--- src/rtl/trigger_arbiter_if.sv ---
// Trigger request/response bundle between the trigger sources and the arbiter.
// The master side drives requests, configuration and acknowledge. The slave side is the arbiter.
interface trigger_arbiter_if #(
  parameter int NSRC  = 4,
  parameter int WIN_W = 4
);
  localparam int SRC_W = (NSRC > 1) ? $clog2(NSRC) : 1;

  logic [NSRC-1:0]  trig_req;
  logic [NSRC-1:0]  trig_mask;
  logic [WIN_W-1:0] coinc_win;
  logic [15:0]      holdoff;
  logic             buf_ready;
  logic             trig_ack;
  logic             trig_out;
  logic [NSRC-1:0]  trig_type;
  logic [SRC_W-1:0] trig_src;
  logic             busy;
  logic [15:0]      trig_cnt;
  logic [15:0]      lost_cnt;
  logic             ack_err;

  modport master (
    output trig_req, trig_mask, coinc_win, holdoff, buf_ready, trig_ack,
    input  trig_out, trig_type, trig_src, busy, trig_cnt, lost_cnt, ack_err
  );

  modport slave (
    input  trig_req, trig_mask, coinc_win, holdoff, buf_ready, trig_ack,
    output trig_out, trig_type, trig_src, busy, trig_cnt, lost_cnt, ack_err
  );
endinterface

--- src/rtl/trigger_arbiter.sv ---
// Priority trigger arbiter: collects coincident requests over a window, issues one
// trigger, waits for the buffer manager's ACK (with timeout), then applies a dead time.
module trigger_arbiter #(
  parameter int NSRC    = 4,
  parameter int WIN_W   = 4,
  parameter int ACK_TMO = 255
) (
  input logic              clk120_i,
  input logic              resetn_i,
  trigger_arbiter_if.slave trig_bus
);
  localparam int SRC_W = (NSRC > 1) ? $clog2(NSRC) : 1;
  localparam int TMO_W = (ACK_TMO > 1) ? $clog2(ACK_TMO + 1) : 1;
  localparam logic [TMO_W-1:0] TMO_LAST = TMO_W'(ACK_TMO - 1);

  typedef enum logic [1:0] {IDLE, COLLECT, ISSUE, DEAD} state_t;

  state_t           state_q;
  logic [WIN_W-1:0] win_q;
  logic [15:0]      dead_q;
  logic [TMO_W-1:0] tmo_q;
  logic             trig_out_q;
  logic             busy_q;
  logic [NSRC-1:0]  type_q;
  logic [SRC_W-1:0] src_q;
  logic [15:0]      trig_cnt_q;
  logic [15:0]      lost_cnt_q;
  logic             ack_err_q;

  logic [NSRC-1:0]  masked_req;
  logic             valid_req;
  logic [NSRC-1:0]  merged_type;
  logic [15:0]      lost_cnt_inc;
  logic [15:0]      trig_cnt_inc;

  function automatic logic [SRC_W-1:0] lowest_idx(input logic [NSRC-1:0] v);
    logic [SRC_W-1:0] r;
    r = '0;
    for (int i = NSRC - 1; i >= 0; i--) begin
      if (v[i]) r = SRC_W'(i);
    end
    return r;
  endfunction

  assign masked_req   = trig_bus.trig_req & trig_bus.trig_mask;
  assign valid_req    = |masked_req;
  assign merged_type  = type_q | masked_req;
  assign lost_cnt_inc = (lost_cnt_q == 16'hFFFF) ? lost_cnt_q : lost_cnt_q + 16'd1;
  assign trig_cnt_inc = (trig_cnt_q == 16'hFFFF) ? trig_cnt_q : trig_cnt_q + 16'd1;

  always_ff @(posedge clk120_i or negedge resetn_i) begin
    if (!resetn_i) begin
      state_q    <= IDLE;
      win_q      <= '0;
      dead_q     <= '0;
      tmo_q      <= '0;
      trig_out_q <= 1'b0;
      busy_q     <= 1'b0;
      type_q     <= '0;
      src_q      <= '0;
      trig_cnt_q <= '0;
      lost_cnt_q <= '0;
      ack_err_q  <= 1'b0;
    end else begin
      case (state_q)
        IDLE: begin
          if (valid_req) begin
            if (trig_bus.buf_ready) begin
              type_q  <= masked_req;
              win_q   <= trig_bus.coinc_win;
              busy_q  <= 1'b1;
              state_q <= COLLECT;
            end else begin
              lost_cnt_q <= lost_cnt_inc;
            end
          end
        end
        COLLECT: begin
          type_q <= merged_type;
          if (win_q == '0) begin
            src_q      <= lowest_idx(merged_type);
            trig_out_q <= 1'b1;
            tmo_q      <= '0;
            state_q    <= ISSUE;
          end else begin
            win_q <= win_q - WIN_W'(1);
          end
        end
        ISSUE: begin
          if (valid_req) lost_cnt_q <= lost_cnt_inc;
          // ACK on the final allowed cycle still counts as a good handshake.
          if (trig_bus.trig_ack) begin
            trig_cnt_q <= trig_cnt_inc;
            trig_out_q <= 1'b0;
            dead_q     <= trig_bus.holdoff;
            state_q    <= DEAD;
          end else if (tmo_q == TMO_LAST) begin
            ack_err_q  <= 1'b1;
            trig_out_q <= 1'b0;
            dead_q     <= trig_bus.holdoff;
            state_q    <= DEAD;
          end else begin
            tmo_q <= tmo_q + TMO_W'(1);
          end
        end
        DEAD: begin
          if (valid_req) lost_cnt_q <= lost_cnt_inc;
          if (dead_q == '0) begin
            busy_q  <= 1'b0;
            state_q <= IDLE;
          end else begin
            dead_q <= dead_q - 16'd1;
          end
        end
        default: state_q <= IDLE;
      endcase
    end
  end

  assign trig_bus.trig_out  = trig_out_q;
  assign trig_bus.trig_type = type_q;
  assign trig_bus.trig_src  = src_q;
  assign trig_bus.busy      = busy_q;
  assign trig_bus.trig_cnt  = trig_cnt_q;
  assign trig_bus.lost_cnt  = lost_cnt_q;
  assign trig_bus.ack_err   = ack_err_q;
endmodule
--- src/flat_wrapper.sv ---
// flat-port wrapper written by rule: the top's interface ports become plain ports
module trigger_arbiter_flat 
#(
  parameter int NSRC    = 4,
  parameter int WIN_W   = 4,
  parameter int ACK_TMO = 255
)
  (clk120_i, resetn_i, trig_bus_trig_req, trig_bus_trig_mask, trig_bus_coinc_win, trig_bus_holdoff, trig_bus_buf_ready, trig_bus_trig_ack, trig_bus_trig_out, trig_bus_trig_type, trig_bus_trig_src, trig_bus_busy, trig_bus_trig_cnt, trig_bus_lost_cnt, trig_bus_ack_err);
  trigger_arbiter_if #(.NSRC(NSRC), .WIN_W(WIN_W)) trig_bus_i ();
  input logic clk120_i;
  input logic resetn_i;
  input wire logic [$bits(trig_bus_i.trig_req)-1:0] trig_bus_trig_req;
  input wire logic [$bits(trig_bus_i.trig_mask)-1:0] trig_bus_trig_mask;
  input wire logic [$bits(trig_bus_i.coinc_win)-1:0] trig_bus_coinc_win;
  input wire logic [$bits(trig_bus_i.holdoff)-1:0] trig_bus_holdoff;
  input wire logic [$bits(trig_bus_i.buf_ready)-1:0] trig_bus_buf_ready;
  input wire logic [$bits(trig_bus_i.trig_ack)-1:0] trig_bus_trig_ack;
  output wire logic [$bits(trig_bus_i.trig_out)-1:0] trig_bus_trig_out;
  output wire logic [$bits(trig_bus_i.trig_type)-1:0] trig_bus_trig_type;
  output wire logic [$bits(trig_bus_i.trig_src)-1:0] trig_bus_trig_src;
  output wire logic [$bits(trig_bus_i.busy)-1:0] trig_bus_busy;
  output wire logic [$bits(trig_bus_i.trig_cnt)-1:0] trig_bus_trig_cnt;
  output wire logic [$bits(trig_bus_i.lost_cnt)-1:0] trig_bus_lost_cnt;
  output wire logic [$bits(trig_bus_i.ack_err)-1:0] trig_bus_ack_err;
  assign trig_bus_i.trig_req = trig_bus_trig_req;
  assign trig_bus_i.trig_mask = trig_bus_trig_mask;
  assign trig_bus_i.coinc_win = trig_bus_coinc_win;
  assign trig_bus_i.holdoff = trig_bus_holdoff;
  assign trig_bus_i.buf_ready = trig_bus_buf_ready;
  assign trig_bus_i.trig_ack = trig_bus_trig_ack;
  assign trig_bus_trig_out = trig_bus_i.trig_out;
  assign trig_bus_trig_type = trig_bus_i.trig_type;
  assign trig_bus_trig_src = trig_bus_i.trig_src;
  assign trig_bus_busy = trig_bus_i.busy;
  assign trig_bus_trig_cnt = trig_bus_i.trig_cnt;
  assign trig_bus_lost_cnt = trig_bus_i.lost_cnt;
  assign trig_bus_ack_err = trig_bus_i.ack_err;
  trigger_arbiter #(.NSRC(NSRC), .WIN_W(WIN_W), .ACK_TMO(ACK_TMO)) u_core (.clk120_i(clk120_i), .resetn_i(resetn_i), .trig_bus(trig_bus_i));
endmodule
--- config.mk ---
export PLATFORM = sky130hd
export DESIGN_NAME = trigger_arbiter_flat
export DESIGN_NICKNAME = d
export VERILOG_FILES = /design/src/rtl/trigger_arbiter_if.sv /design/src/rtl/trigger_arbiter.sv /design/src/flat_wrapper.sv
export SDC_FILE = /design/constraint.sdc
export NUM_CORES = 1
export LEC_CHECK = 0
export CAP_MARGIN = 20
export CORE_ASPECT_RATIO = 0.7
export CORE_MARGIN = 2
export CORE_UTILIZATION = 53
export CTS_CLUSTER_DIAMETER = 30
export DETAILED_ROUTE_END_ITERATION = 8
export PLACE_DENSITY = 0.81
export SYNTH_ARGS = -nofsm -noshare
export SYNTH_HDL_FRONTEND = slang
export SYNTH_SLANG_ARGS = --single-unit
--- constraint.sdc ---
create_clock -name clk120_i -period 2.6 [get_ports clk120_i]
set_clock_uncertainty 0.1 [all_clocks]
set_input_delay 0.52 -clock clk120_i [delete_from_list [all_inputs] [get_ports clk120_i]]
set_output_delay 0.52 -clock clk120_i [all_outputs]
set_load 0.03 [all_outputs]
Word-level counts from Yosys, hierarchy flattened
Index checks and enable logic that the tools add are counted.
{ "classes": {"add_sub_neg": 5, "n_eq_ne": 17, "n_mux": 39, "bitwise_logic": 4, "reduce_logical": 21} }
{ "op_table": {"columns": ["op", "n"], "rows": [
  ["$mux 16", 7],
  ["$pmux 16 s2", 2],
  ["$add 16x1->16 const B", 2],
  ["$eq 16x16->1 const B", 2],
  ["$mux 8", 3],
  ["$mux 2", 10],
  ["$mux 4", 5],
  ["$logic_not 16->1", 1],
  ["$pmux 4 s2", 2],
  ["$pmux 8 s2", 1],
  ["$reduce_and 4->1", 4],
  ["$sub 16x1->16 const B", 1],
  ["$reduce_and 3->1", 5],
  ["$ne 2x2->1 const B", 6],
  ["$reduce_bool 2->1", 5],
  ["$add 8x1->8 const B", 1],
  ["$eq 8x8->1 const B", 1],
  ["$ne 2x1->1 const B", 4],
  ["$pmux 2 s4", 1],
  ["$mux 1", 6],
  ["$reduce_and 5->1", 1],
  ["$and 4x4->4", 1],
  ["$eq 2x2->1 const B", 2],
  ["$logic_not 4->1", 1],
  ["10 further kinds", 12]
]} }
{ "totals": {"ff_bits": 71, "input_bits": 32, "output_inout_bits": 41, "word_cells": 97} }

Longest topological paths before layout
{ "logic_depth": {"depth_word": 6, "mapped_depth": 8, "ltp_nobuf": 7} }

Worst setup path after synthesis
Ideal clock, no wire load.
{ "synth_path": {"path_kind": "register to register", "start": "register u_core.dead_q[0]", "end": "register u_core.dead_q[11]", "setup_ns": 0.136, "arrival_ns": 2.054, "required_ns": 2.364, "slack_ns": 0.309, "stages_incl_launch_ff": 8, "path_buffers": 0, "period_less_slack_ns": 2.291, "path_cell_list": "dfrtp_1 -> inv_1 -> ha_1 -> nor2b_1 -> nand4_4 -> o31ai_2 -> o22ai_1 -> or3b_2"} }
{ "synth_between": {"elab_chain_cells": 3, "elab_cells_between_ends": 6, "cone_classes": "add/sub: 1; eq/ne: 1; mux: 2; reduce/logical: 2"} }
{ "synth_lines": {"columns": ["item", "line", "text"], "rows": [
  ["start, declared", "trigger_arbiter.sv:20", "logic [15:0] dead_q;"],
  ["start signal, assigned", "trigger_arbiter.sv:95", "dead_q <= trig_bus.holdoff;"],
  ["start signal, assigned", "trigger_arbiter.sv:100", "dead_q <= trig_bus.holdoff;"],
  ["start signal, assigned", "trigger_arbiter.sv:112", "dead_q <= dead_q - 16'd1;"],
  ["$sub 16x1->16 or $logic_not 16->1 (tied branches)", "trigger_arbiter.sv:112, trigger_arbiter.sv:108", null],
  ["$mux 16 or $ne 2x2->1 (tied branches)", null, null],
  ["$pmux 16 s2 or $reduce_and 3->1 (tied branches)", null, null]
]} }
Several ways; a longest one is shown, not always the timed one. The select of a mux whose other input is x is not followed.
A chain may end at the register's enable or synchronous reset.

Final worst setup path
{ "layout_path": {"start": "register u_core.dead_q[1]", "end": "register u_core.dead_q[2]"} }
The elaborated chain is that of the path after synthesis.

==> flow_summary.toml <==
[synth]
synth_top_area_share_pct = 44.0
netlist_top_cells_area = "dfrtp_1 (44%), nor2_1 (5.1%), xor2_1 (4.6%)"
ys_ff_latch = 71
count_of_flip_flops_with_a_built_in_enable_after_synthesis = 0
largest_family_of_logic_cells_by_synthesized_area = "simple AND/OR/NAND/NOR gates"
ys_seq_area_share_pct = 44.0
post-synth-top-area-cell = "dfrtp_1"
synthesized_area_fraction_occupied_by_ao_oa_aoi_and_oai_cells_pct = 15.0
synth.net_count = 485
postSynth.topFlopCell = "dfrtp_1"
mappedNetlistArea_mm2 = 0.00404
post_synth_xor_area_fraction_pct = 7.59
post_synth_fa_ha_maj_area_fraction_pct = 3.10
yosysUniqueCellTypes = 59
ys.warnings.count = 0
post_synth_and_or_nand_nor_area_fraction_pct = 24.8
async_reset_ff_share_pct = 100
synth_area_per_cell_um2 = 9.12
synth.area.mux_share_pct = 2.32
synth_cells = 443

[power_and_ir_drop]
switching_share_pct = 43.9
power_frac_clock_pct = 16.6
total_switching_power_mw = 2.18
total_leakage_power_nw = 2.21
powerDensity_mw_per_mm2 = 962
seq_power_share_pct = 36.7
combinationalPowerShare_pct = 46.7
ir_drop_uv = 712
intPower_mw = 2.78

[min_path]
holdCritPathClass = "primary input to asynchronous set/reset pin"

[final_layout]
antenna-diode-count = 0
final_layout_size_suffix_gt1_share_pct = 9.35
stdcell_count = 633
syn_to_final_growth_pct = 27.6
finalNetCount = 572
final_cell_mix = "clkdlybuf4s50_1 (71), dfrtp_1 (71), nor2_1 (55)"
stdcell_area_mm2 = 0.00515

[placement]
dpl_hpwl_um = 7520
dp_cells = 617
placed_area_mm2 = 0.00497
gp_congestion = 0.913
port-buffer-count = 72
detailedPlace.worstSlack_ps = 156

[clock_tree]
cts_repair_resize_count = 0
cts_tree = "yes"
cts.root.buffer_cell = "clkbuf_8"
cts_max_level = 3
post-cts-setup-buffers = 0
clock_latency_ps = 350
numCtsBuffers = 9
clock_slew_at_the_register_clock_pins_of_the_worst_setup_and_hold_paths_ps = 80
clk_path_buf_depth = 2
quantity_of_hold_fixing_buffers_added_after_cts = 0
cts_sinks = 71

[route]
drt.antenna.violating_nets = 0
avgViaCountPerCell = 5.93
wire_length_on_met1_um = 4660
first_pass_iters = 4
routed_wire_length_um = 10300
drcViolationCount = 0
num_vias = 3756
detailroute.wirelength.met3_um = 766
detail_route.wl_per_cell_um = 16.2
met2_length_um = 4690
detail_route.iter0.violations = 221
route.top_layer_used = "met4"

[flow_run]
drv_cap = 0

[floorplan]
die_width_um = 108
initial_core_util_pct = 55.0
die-height_um = 77.1
design.portCount = 73
rows = 26
fp.dieArea_mm2 = 0.00835
core_area_mm2 = 0.00735

[grt]
via_count_of_the_first_global_routing_pass = 3488
grt_pass1_wl_um = 16700
grt_start_max_net_pins = 49
globalRoute.totalOverflow = 0
antenna_violations_before_repair = 0
global_route.usage.total_pct = 25.4

[sta]
tightestPinTransition_ps = 585
hold_ws_ps = 70.5
post_route_fraction_of_the_period_consumed_by_the_critical_path_pct = 95.6
worst_slew_margin_rel_pct = 60.8
layout_min_cycle_time_ps = 2480
max_freq_mhz = 402
finalHoldViolations = 0
timing.final.setup_violations = 0
fin_setup_tns_ps = 0
final-max-slew-violation-count = 0
grt_setup_unrepaired = "no"
worst_slack_ps = 115

[setup_path]
timing.critical_path.slowest_stage_cell = "or4_4"
criticalPathCategory = "flop to flop"
worstSetupStartpointType = "flop"
timing.critical_path.slowest_cell_delay_ps = 630
reg2reg_from = "u_core.dead_q[1]"
worstPathArrival_ps = 2670
required_ps = 2790
cp_top_family = "simple AND/OR/NAND/NOR gates"
cp.buffers_inverters = 1
worst_setup_path_end_kind = "flop"
critical_path_peak_fanout = 12
crit_chain = "inv_1 > ha_1 > nor2b_1 > nand4_4 > or4_4 > a31oi_1 > o221a_2"
critical_path.startpoint = "u_core.dead_q[1]"

[outcome]
outcome = "finished, final reports clean"
[power by group through the flow]
stage                     clock network [mW]  logic, mW  registers (mW)
after floorplan                            0       1.24            1.97
after global placement                     0       2.21            1.80
after detailed placement                   0       2.28            1.82
after CTS                              0.840       2.31            1.81
after global routing                   0.874       2.53            1.86
final                                  0.824       2.32            1.82
[worst paths after layout]
kind / slack [ps] / end / cells past startpoint
min in group clk120_i: 380 / u_core.trig_bus.ack_err / 1
hold / removal: 70 / u_core.trig_bus.trig_type[1] / 1
setup reg to reg: 120 / u_core.dead_q[2] / 7
max in group asynchronous: 1660 / u_core.tmo_q[7] / 2
setup / recovery: 120 / u_core.dead_q[2] / 7
hold reg to reg: 380 / u_core.trig_bus.ack_err / 1
[flip-flops by register name, summed over array words and instances (netlist names), 2 cells and up]
signal                     cells
u_core.trig_bus.trig_type      4
u_core.dead_q                 16
u_core.trig_bus.lost_cnt      16
u_core.trig_bus.trig_src       2
u_core.state_q                 2
u_core.tmo_q                   8
u_core.trig_bus.trig_cnt      16
u_core.win_q                   4
[through the flow]
step	util, %	total power, mW
after floorplan	-	3.21
after global placement	67.6	4.01
after detailed placement	67.6	4.10
after CTS	70.1	4.95
after global routing	70.1	5.27
final	70.1	4.96
[layout make-up]
class                           count  area [um^2]
Clock buffer                       11          151
Clock inverter                      5         32.5
Fill cell                         620         2200
Inverter                           17         63.8
Multi-Input combinational cell    340         2140
Sequential cell                    71         1780
Tap cell                           98          123
Timing Repair Buffer               91          871
[cells in the mapped netlist, types with 3 or more instances]
library cell,number
a21oi_1,26
and3_1,4
a31oi_1,5
nor2_1,55
mux2_2,3
nand3_1,26
a2111oi_0,3
o22a_1,5
dfrtp_1,71
nand2b_1,3
nor4_1,4
xnor2_1,14
nor3b_1,4
o32ai_1,3
nand4_1,17
or4_1,4
o31ai_1,4
or3_1,3
o21ai_0,9
mux2i_1,6
clkbuf_1,12
nor3_1,18
nor2b_1,5
ha_1,10
o22ai_1,4
nand2_1,41
a211oi_1,9
xor2_1,21
inv_1,16
[kinds of logic (layout without fill, tap and decap cells)]
kind of cell / Yosys count / in the layout
AND/OR/NAND/NOR: 197 / 197
AO/OA/AOI/OAI: 89 / 89
flip-flops: 71 / 71
XOR/XNOR: 35 / 35
buffers and inverters: 32 / 124
adder cells (fa/ha/maj): 10 / 10
multiplexers: 9 / 9
[layer usage]
layer | GRT usage (%) | up-vias
met5 | 0 | -
met4 | 6.92 | 0
met3 | 5.61 | 27
met2 | 40.1 | 150
met1 | 35.4 | 1783
li1 | - | 1796
Note: power is estimated with default switching activity, not from simulation.
